$ cat config.mk
export PLATFORM = sky130hd
export DESIGN_NAME = tdc_channel_flat
export DESIGN_NICKNAME = d
export VERILOG_FILES = /design/src/rtl/tdc_pkg.sv /design/src/rtl/tdc_channel_if.sv /design/src/rtl/tdc_delay_line.sv /design/src/rtl/tdc_channel.sv /design/src/flat_wrapper.sv
export SDC_FILE = /design/constraint.sdc
export NUM_CORES = 1
export LEC_CHECK = 0
export CORE_ASPECT_RATIO = 1.1
export CORE_MARGIN = 3
export CORE_UTILIZATION = 40
export CTS_CLUSTER_DIAMETER = 40
export DETAILED_ROUTE_END_ITERATION = 8
export PLACE_DENSITY = 0.57
export RECOVER_POWER = 50
export SYNTH_ARGS = -nofsm -noshare
export SYNTH_HDL_FRONTEND = slang
export SYNTH_SLANG_ARGS = --single-unit
$ cat constraint.sdc
create_clock -name clk -period 8.1 [get_ports clk]
set_clock_uncertainty 0.1 [all_clocks]
set_input_delay 1.215 -clock clk [delete_from_list [all_inputs] [get_ports clk]]
set_output_delay 1.215 -clock clk [all_outputs]
set_load 0.02 [all_outputs]
$ cat src/rtl/tdc_pkg.sv
// Shared types and constants for the TDC channel: FSM state encoding,
// fine-code width helper and the minimum dead time.
package tdc_pkg;

    typedef enum logic [1:0] {
        ST_IDLE    = 2'd0,
        ST_ARMED   = 2'd1,
        ST_CAPTURE = 2'd2,
        ST_DEAD    = 2'd3
    } tdc_state_t;

    localparam int TDC_DEAD_MIN = 1;

    // Width that holds every fine code 0..num_taps inclusive
    function automatic int fine_w(input int num_taps);
        return $clog2(num_taps + 1);
    endfunction

endpackage

$ cat src/rtl/tdc_channel_if.sv
// Timestamp bus between one TDC channel (master) and its readout logic (slave).
interface tdc_channel_if
    import tdc_pkg::*;
#(
    parameter int NUM_TAPS = 64,
    parameter int COARSE_W = 16
);
    localparam int FINE_W = fine_w(NUM_TAPS);

    logic                enable;
    logic                ts_valid;
    logic [COARSE_W-1:0] ts_coarse;
    logic [FINE_W-1:0]   ts_fine;
    logic                ts_sat;
    logic                ovf;
    logic                busy;

    modport master (
        input  enable,
        output ts_valid, ts_coarse, ts_fine, ts_sat, ovf, busy
    );

    modport slave (
        output enable,
        input  ts_valid, ts_coarse, ts_fine, ts_sat, ovf, busy
    );

endinterface

$ cat src/rtl/tdc_delay_line.sv
// CARRY4-style carry chain: NUM_TAPS/4 cells, hit launched through CYINIT,
// every carry-out is a tap. Hierarchy is kept so placement constraints stick.
(* keep_hierarchy = "yes", dont_touch = "true" *)
module tdc_delay_line #(
    parameter int NUM_TAPS = 64
) (
    input  logic                hit,
    output logic [NUM_TAPS-1:0] taps
);
    localparam int         CELLS    = NUM_TAPS / 4;
    localparam logic [3:0] CARRY_S  = 4'b1111;
    localparam logic [3:0] CARRY_DI = 4'b0000;
    localparam logic       CARRY_CI = 1'b0;

    (* dont_touch = "true" *) logic [NUM_TAPS:0] chain;

    // CI of the first cell is tied low, so only CYINIT (the hit) starts the carry
    assign chain[0] = CARRY_CI | hit;

    for (genvar c = 0; c < CELLS; c++) begin : g_cell
        for (genvar b = 0; b < 4; b++) begin : g_bit
            assign chain[4*c+b+1] = CARRY_S[b] ? chain[4*c+b] : CARRY_DI[b];
        end
    end

    assign taps = chain[NUM_TAPS:1];

endmodule

$ cat src/rtl/tdc_channel.sv
// Single TDC channel: delay-line sampling, thermometer decode, edge detect,
// dead time and coarse counter. Optional macro: TDC_BUBBLE_FILTER_EN.
module tdc_channel
    import tdc_pkg::*;
#(
    parameter int NUM_TAPS    = 64,
    parameter int COARSE_W    = 16,
    parameter int DEAD_CYCLES = 4
) (
    input  logic          clk,
    input  logic          rst,
    input  logic          hit,
    tdc_channel_if.master bus
);
    localparam int FINE_W   = fine_w(NUM_TAPS);
    localparam int DEAD_LEN = (DEAD_CYCLES < TDC_DEAD_MIN) ? TDC_DEAD_MIN : DEAD_CYCLES;
    localparam int DEAD_W   = $clog2(DEAD_LEN + 1);
    localparam logic [DEAD_W-1:0] DEAD_LAST = DEAD_W'(DEAD_LEN - 1);

    function automatic logic [FINE_W-1:0] popcount(input logic [NUM_TAPS-1:0] t);
        logic [FINE_W-1:0] n;
        n = '0;
        for (int i = 0; i < NUM_TAPS; i++) begin
            n = n + FINE_W'(t[i]);
        end
        return n;
    endfunction

`ifdef TDC_BUBBLE_FILTER_EN
    // Three-tap majority vote; the line is assumed set below tap 0 and clear above the top
    function automatic logic [NUM_TAPS-1:0] bubble_filter(input logic [NUM_TAPS-1:0] t);
        logic [NUM_TAPS+1:0] ext;
        logic [NUM_TAPS-1:0] res;
        ext = {1'b0, t, 1'b1};
        for (int i = 0; i < NUM_TAPS; i++) begin
            res[i] = (ext[i] & ext[i+1]) | (ext[i] & ext[i+2]) | (ext[i+1] & ext[i+2]);
        end
        return res;
    endfunction
`endif

    logic [NUM_TAPS-1:0] taps;
    (* ASYNC_REG = "TRUE" *) logic [NUM_TAPS-1:0] s1_p0;
    (* ASYNC_REG = "TRUE" *) logic [NUM_TAPS-1:0] s2_p1;
    logic                s2_prev;
    logic [NUM_TAPS-1:0] therm;
    logic [FINE_W-1:0]   fine;
    logic                hit_edge;

    logic [COARSE_W-1:0] cnt;
    logic [COARSE_W-1:0] cnt_p0;
    logic [COARSE_W-1:0] cnt_p1;
    logic                ovf_r;

    tdc_state_t          state;
    logic [DEAD_W-1:0]   dead_cnt;
    logic                ts_valid_r;
    logic [COARSE_W-1:0] ts_coarse_r;
    logic [FINE_W-1:0]   ts_fine_r;
    logic                ts_sat_r;
    logic                busy_r;

    tdc_delay_line #(.NUM_TAPS(NUM_TAPS)) u_line (
        .hit  (hit),
        .taps (taps)
    );

    // Stage p0/p1: two-flop sampling of the taps, coarse count delayed to match
    always_ff @(posedge clk or negedge rst) begin
        if (!rst) begin
            s1_p0   <= '0;
            s2_p1   <= '0;
            s2_prev <= 1'b0;
            cnt     <= '0;
            cnt_p0  <= '0;
            cnt_p1  <= '0;
            ovf_r   <= 1'b0;
        end else begin
            s1_p0   <= taps;
            s2_p1   <= s1_p0;
            s2_prev <= s2_p1[0];
            cnt     <= cnt + 1'b1;
            cnt_p0  <= cnt;
            cnt_p1  <= cnt_p0;
            ovf_r   <= &cnt;
        end
    end

`ifdef TDC_BUBBLE_FILTER_EN
    assign therm = bubble_filter(s2_p1);
`else
    assign therm = s2_p1;
`endif

    assign fine     = popcount(therm);
    assign hit_edge = s2_p1[0] & ~s2_prev;

    // Stage p2: channel FSM and timestamp registers
    always_ff @(posedge clk or negedge rst) begin
        if (!rst) begin
            state       <= ST_IDLE;
            dead_cnt    <= '0;
            ts_valid_r  <= 1'b0;
            ts_coarse_r <= '0;
            ts_fine_r   <= '0;
            ts_sat_r    <= 1'b0;
            busy_r      <= 1'b0;
        end else begin
            ts_valid_r <= 1'b0;
            case (state)
                ST_IDLE: begin
                    if (bus.enable && !s2_p1[0]) begin
                        state <= ST_ARMED;
                    end
                end
                ST_ARMED: begin
                    if (!bus.enable) begin
                        state <= ST_IDLE;
                    end else if (hit_edge) begin
                        state       <= ST_CAPTURE;
                        ts_valid_r  <= 1'b1;
                        ts_coarse_r <= cnt_p1;
                        ts_fine_r   <= fine;
                        ts_sat_r    <= &s2_p1;
                        busy_r      <= 1'b1;
                    end
                end
                ST_CAPTURE: begin
                    state    <= ST_DEAD;
                    dead_cnt <= '0;
                end
                ST_DEAD: begin
                    // Stay dead until the minimum time has elapsed and the hit has gone low
                    if (dead_cnt == DEAD_LAST && !s2_p1[0]) begin
                        state  <= bus.enable ? ST_ARMED : ST_IDLE;
                        busy_r <= 1'b0;
                    end else if (dead_cnt != DEAD_LAST) begin
                        dead_cnt <= dead_cnt + 1'b1;
                    end
                end
                default: begin
                    state  <= ST_IDLE;
                    busy_r <= 1'b0;
                end
            endcase
        end
    end

    assign bus.ts_valid  = ts_valid_r;
    assign bus.ts_coarse = ts_coarse_r;
    assign bus.ts_fine   = ts_fine_r;
    assign bus.ts_sat    = ts_sat_r;
    assign bus.ovf       = ovf_r;
    assign bus.busy      = busy_r;

endmodule
$ cat src/flat_wrapper.sv
// flat-port wrapper written by rule: the top's interface ports become plain ports
module tdc_channel_flat import tdc_pkg::*;
#(
    parameter int NUM_TAPS    = 64,
    parameter int COARSE_W    = 16,
    parameter int DEAD_CYCLES = 4
)
  (clk, rst, hit, bus_enable, bus_ts_valid, bus_ts_coarse, bus_ts_fine, bus_ts_sat, bus_ovf, bus_busy);
  tdc_channel_if #(.NUM_TAPS(NUM_TAPS), .COARSE_W(COARSE_W)) bus_i ();
  input  logic clk;
  input  logic rst;
  input  logic hit;
  input wire logic [$bits(bus_i.enable)-1:0] bus_enable;
  output wire logic [$bits(bus_i.ts_valid)-1:0] bus_ts_valid;
  output wire logic [$bits(bus_i.ts_coarse)-1:0] bus_ts_coarse;
  output wire logic [$bits(bus_i.ts_fine)-1:0] bus_ts_fine;
  output wire logic [$bits(bus_i.ts_sat)-1:0] bus_ts_sat;
  output wire logic [$bits(bus_i.ovf)-1:0] bus_ovf;
  output wire logic [$bits(bus_i.busy)-1:0] bus_busy;
  assign bus_i.enable = bus_enable;
  assign bus_ts_valid = bus_i.ts_valid;
  assign bus_ts_coarse = bus_i.ts_coarse;
  assign bus_ts_fine = bus_i.ts_fine;
  assign bus_ts_sat = bus_i.ts_sat;
  assign bus_ovf = bus_i.ovf;
  assign bus_busy = bus_i.busy;
  tdc_channel #(.NUM_TAPS(NUM_TAPS), .COARSE_W(COARSE_W), .DEAD_CYCLES(DEAD_CYCLES)) u_core (.clk(clk), .rst(rst), .hit(hit), .bus(bus_i));
endmodule
; Word level (Yosys, flattened, before mapping)
; Index checks and enable logic that the tools add are counted.
; Widths: inputs -> output; s select.
[classes]
n_eq_ne = 12
n_bitwise = 2
muxes = 16
addsub = 65
n_reduce_logical = 12
[op_table]
columns = op, n
row1 = $add 7x1->7, 61
row2 = $reduce_and 64->1, 1
row3 = $add 16x1->16 const B, 1
row4 = $reduce_and 16->1, 1
row5 = $reduce_and 3->1, 3
row6 = $mux 2, 4
row7 = $ne 2x1->1 const B, 4
row8 = $pmux 2 s4, 1
row9 = $mux 1, 7
row10 = $mux 3, 2
row11 = $ne 3x2->1 const B, 2
row12 = $pmux 3 s2, 1
row13 = $eq 2x2->1 const B, 2
row14 = $ne 2x2->1 const B, 2
row15 = $reduce_and 4->1, 1
row16 = $reduce_bool 2->1, 2
row17 = $add 2x1->3, 1
row18 = $add 3x1->3 const B, 1
row19 = $eq 3x2->1 const B, 1
row20 = $add 1x1->2, 1
row21 = $eq 2x1->1 const B, 1
row22 = $logic_and 1x1->1, 2
row23 = $logic_not 2->1, 1
row24 = $pmux 1 s2, 1
row25 = other kinds (3), 3
[totals]
inputBits = 4
elab_cells = 121
reg_bits = 83
output_inout_bits = 27

; Longest topological paths before layout
[depth]
depth_word = 63
mapped_depth = 20
mapped_depth_nobuf = 20

; Cells and area by module
; Netlist, hierarchy kept.
[by_module_without_submodules]
columns = module, area_each_um2, instances, seq_area_each_um2, cells_per_inst
row1 = tdc_channel_flat, 7840.0, 1, 5230.0, 551
row2 = tdc_delay_line, 480.5, 1, 0.0, 64

; Least setup slack after synthesis
; No wires, ideal clock.
[synth_timing]
kind = register -> register
start = register u_core.s2_p1[0] (netlist name)
end = register u_core.ts_fine_r[4], in the netlist u_core.bus.ts_fine[4]
setup_time_ns = 0.095
path_slack_ns = 2.090
arrival_ns = 5.814
stages_incl_launch_ff = 17
path_buffers = 0
required_ns = 7.905
period_less_slack_ns = 6.010
path_cell_list = dfrtp_1 > ha_1 > inv_1 > fa_1 > fa_1 > fa_1 > fa_1 > fa_1 > fa_1 > fa_1 > fa_1 > fa_1 > fa_1 > nor2b_1 > o21a_1 > nor3_1 > o31ai_1
[synth_between]
elab_chain_cells = 63
word_cells_on_any_way = 65
classes_between = add/sub (63) / bitwise (1) / reduce/logical (1)
[synth_rtl]
columns = element, line_no
row1 = $add 1x1->2, tdc_channel.sv:24  ; n = n + FINE_W'(t[i]);
row2 = $add 2x1->3, tdc_channel.sv:24
row3 = $add 7x1->7 (61 in a row), tdc_channel.sv:24
row4 = end signal: assignment, tdc_channel.sv:123  ; ts_fine_r <= fine;
row5 = end: declaration, tdc_channel.sv:59  ; logic [FINE_W-1:0] ts_fine_r;
; Parallel ways exist; a longest one is shown, timed or not.
; A chain may end at the register's enable or synchronous reset.

; Worst setup path after layout
[layout_timing]
start = register u_core.s2_p1[0] (netlist name)
end = register u_core.ts_fine_r[4], in the netlist u_core.bus.ts_fine[4]
[layout_between]
elab_chain_cells = 63
word_cells_on_any_way = 65
classes_between = add/sub (63) / bitwise (1) / reduce/logical (1)
[layout_rtl]
columns = element, line_no
row1 = $add 1x1->2, tdc_channel.sv:24
row2 = $add 2x1->3, tdc_channel.sv:24
row3 = $add 7x1->7 (61 in a row), tdc_channel.sv:24
; Parallel ways exist; a longest one is shown, timed or not.

==> summary.md <==
| Metric | Value |
|---|---|
| Post-Syn Instances | 615 |
| Synthesis-to-finish area growth | 10.59% |
| Largest net degree at the start of global routing | 120 |
| Yosys Warn Count | 0 |
| Worst path top cell family by delay | adder cells |
| Final hold viol count | 0 |
| Starting DRC count in detailed routing | 154 |
| Pre-CTS setup slack | around 1800 ps |
| Setup ws final | 1853 ps |
| CTS sink cnt | approximately 210 |
| First-pass GRT wire length | roughly 20000 um |
| Worst Path Required | 8390 ps |
| Xor/xnor cell area share of the yosys netlist | under 10% |
| Number of nets in the layout | 679 |
| CTS tree | done |
| Sequential cell area fraction in the yosys report | a little over three fifths |
| MaxCap Viol Count | 0 |
| Routed Antenna Nets | 0 |
| Syn_nets | approximately 690 |
| Final setup violation count | 0 |
| Vias/cell | 4.495 |
| Fin. max-slew vios | 0 |
| Crit start category | flip-flop |
| Root buf cell | clkbuf_16 |
| Chip height | 157.3 um |
| Mux contribution to synthesized area | 0% |
| Commonest non-fill, non-tap cell in the layout | dfrtp_1 |
| Core ar. | 0.02013 mm^2 |
| Initial antenna violation count | 0 |
| Die Footprint | 0.02257 mm^2 |
| # IOs | 31 |
| CP Buf/Inv Count | 1 |
| Final HPWL DP | ~8000 um |
| Unique masters post-synth | 33 |
| CP Capture Type | flip-flop |
| # rows | 54 |
| Setup bufs post-CTS | 0 |
| Number of global-route vias before repair | 4299 |
| Final period util | 77.12% |
| Setup TNS | 0 ps |
| Critical Path AT | 6530 ps |
| Simple-Gate Fraction of Synth Area | 6.917% |
| Initial core utilization | 41.32% |
| Fmax achieved | 160.1 MHz |
| CP cell instances | ha_1 > inv_1 > fa_1 > fa_1 > fa_1 > fa_1 > fa_1 > fa_1 > fa_1 > fa_1 > fa_1 > fa_1 > nor2b_1 > o21a_1 > nor3_1 > o31ai_1 |
| Crit-path slowest cell | fa_1 |
| Antenna cell count | 0 |
| Post-cts hold buffer count | 0 |
| Post-cts sizing count | 0 |
| Most frequent cells in the layout | 209 x dfrtp_1, 98 x inv_1, 66 x nand2_1 |
| Gr ovfl total | 0 |
| RSZ-0062 raised after global routing | no |
| Layout cells sized above 1 | between 6 and 7% |
| Max incr delay on CP | ~550 ps |
| Min Tclk post-route | 6247 ps |
| Synth Register Bits | 209 |
| Drt drc | 0 |
| RD Place Congestion | 0.7708 |
| Post-synthesis compound-gate area fraction | 2.226% |
| Max_slew headroom | 27.93% |
| Gr usage total | a little under an eighth |
| Critical path class | reg2reg |
| Routed len/inst | 13.30 um |
| Pre-Repair DR Iteration Count | 4 |
| Main combinational cell family by area after synthesis | adder cells |
| WL final | 11560 um |
| Routed vias | 3906 |
| H-tree depth | 1 |
| Worst hold-check path type | reg2reg |
| Worst-margin pin slew | between 1000 and 1500 ps |
| Worst-Skew Late Latency | roughly 490 ps |
| Clock-pin slew on the worst setup and hold paths | 60 ps |
| Port bufs | 30 |
| Worst path most repeated cell | fa_1 |
| Mapped Area | about 0.0083 mm^2 |
| Avg Cell Area, Syn | 13.53 um^2 |
| Die width | approximately 140 um |
| Longest Clk Path Bufs | 3 |
| Worst Path Max Fanout | 6 |
| Status | complete, no violations |
| Adder-Cell Fraction of Synth Area | between 15 and 20% |
| Layout fillers | between 1500 and 2000 |
| TritonCTS Buffers | 23 |
-- layout make-up --
| type | instances | area (um^2) | share of cell area (%) |
|---|---|---|---|
| clock buffer | 30 | 641.9 | 6.976 |
| multi-input combinational | 239 | 2211 | 24.03 |
| tap | 252 | 315.3 | 3.427 |
| timing repair buffer | 31 | 306.5 | 3.332 |
| clock inverter | 10 | 128.9 | 1.401 |
| inverter | 98 | 367.9 | 3.998 |
| sequential | 209 | 5230 | 56.84 |
-- state kept, by name, indices dropped and copies added (netlist names), named ones only --
name and flops:
u_core.bus.busy 1, u_core.bus.ovf 1, u_core.bus.ts_coarse 16, u_core.bus.ts_fine 7
u_core.bus.ts_sat 1, u_core.bus.ts_valid 1, u_core.cnt 16, u_core.cnt_p0 16
u_core.cnt_p1 16, u_core.dead_cnt 3, u_core.s1_p0 64, u_core.s2_p1 64
u_core.s2_prev 1, u_core.state 1
-- per-stage QoR --
| stage | instances | area [um^2] | hold slack [ps] | utilization, % |
|---|---|---|---|---|
| after floorplan | 615 | 8320 | 231.2 | - |
| after global placement | 829 | 8431 | 232.4 | 41.87 |
| after detailed placement | 829 | 8431 | 234.7 | 41.87 |
| after CTS | 869 | 9201 | 245.4 | 45.70 |
| after global routing | 869 | 9201 | 253.0 | 45.70 |
| final | 869 | 9201 | 244.6 | 45.70 |
-- layer usage --
| metal | GRT usage (%) | share of wire, % | up-vias |
|---|---|---|---|
| met4 | 3.677 | 2.1 | 0 |
| met3 | 2.583 | 4.4 | 22 |
| li1 | - | - | 1817 |
| met5 | 0 | 0 | - |
| met2 | 17.75 | 48 | 60 |
| met1 | 15.64 | 46 | 2007 |
-- logic make-up after synthesis --
logic type      Yosys count
compound gates           29
xor+xnor                 15
fa+ha+maj                73
buf+inv                 167
flops                   209
simple gates            122
-- worst paths after layout --
| check | startpoint | endpoint | slack [ps] | cells past startpoint |
|---|---|---|---|---|
| max | u_core.s2_p1[0] | u_core.bus.ts_fine[4] | 1850 | 16 |
| min | u_core.s1_p0[14] | u_core.s2_p1[14] | 240 | 0 |
| max reg2reg | u_core.s2_p1[0] | u_core.bus.ts_fine[4] | 1850 | 16 |
| min reg2reg | u_core.s1_p0[14] | u_core.s2_p1[14] | 240 | 0 |
| max in group asynchronous | rst | u_core.cnt_p0[3] | 5520 | 2 |
| min in group asynchronous | rst | u_core.s2_p1[48] | 740 | 1 |
-- synth_stat cells --
| library cell | n | area [um^2] |
|---|---|---|
| nand2b_1 | 2 | 12.51 |
| nand2_1 | 66 | 247.7 |
| and3_1 | 3 | 18.77 |
| or2_2 | 1 | 6.260 |
| a22o_1 | 2 | 17.52 |
| inv_1 | 98 | 367.9 |
| o211ai_1 | 2 | 15.01 |
| nand4_1 | 21 | 131.4 |
| nor4_1 | 5 | 31.28 |
| o31ai_1 | 2 | 15.01 |
| and2_1 | 1 | 6.260 |
| and3b_1 | 1 | 8.760 |
| a21oi_1 | 6 | 30.03 |
| o21a_1 | 4 | 30.03 |
| nand2_2 | 1 | 6.260 |
| and2b_1 | 1 | 7.510 |
| a2111o_1 | 1 | 11.26 |
| buf_2 | 4 | 20.02 |
| fa_1 | 54 | 1081 |
| buf_6 | 1 | 11.26 |
| nand3b_1 | 1 | 7.510 |
| buf_4 | 64 | 480.5 |
| o311a_1 | 1 | 10.01 |
| xnor2_1 | 9 | 78.83 |
| nor3_1 | 4 | 20.02 |
| xor2_1 | 6 | 52.55 |
| nor2b_1 | 3 | 18.77 |
| nand3_1 | 6 | 30.03 |
| a31oi_1 | 1 | 6.260 |
| o21ai_0 | 10 | 50.05 |
| dfrtp_1 | 209 | 5230 |
| ha_1 | 19 | 237.7 |
| nor2_1 | 6 | 22.52 |
Power is left out: the tool's default activity adds up to more than one toggle a clock period on the data nets, which glitch-free logic cannot reach.
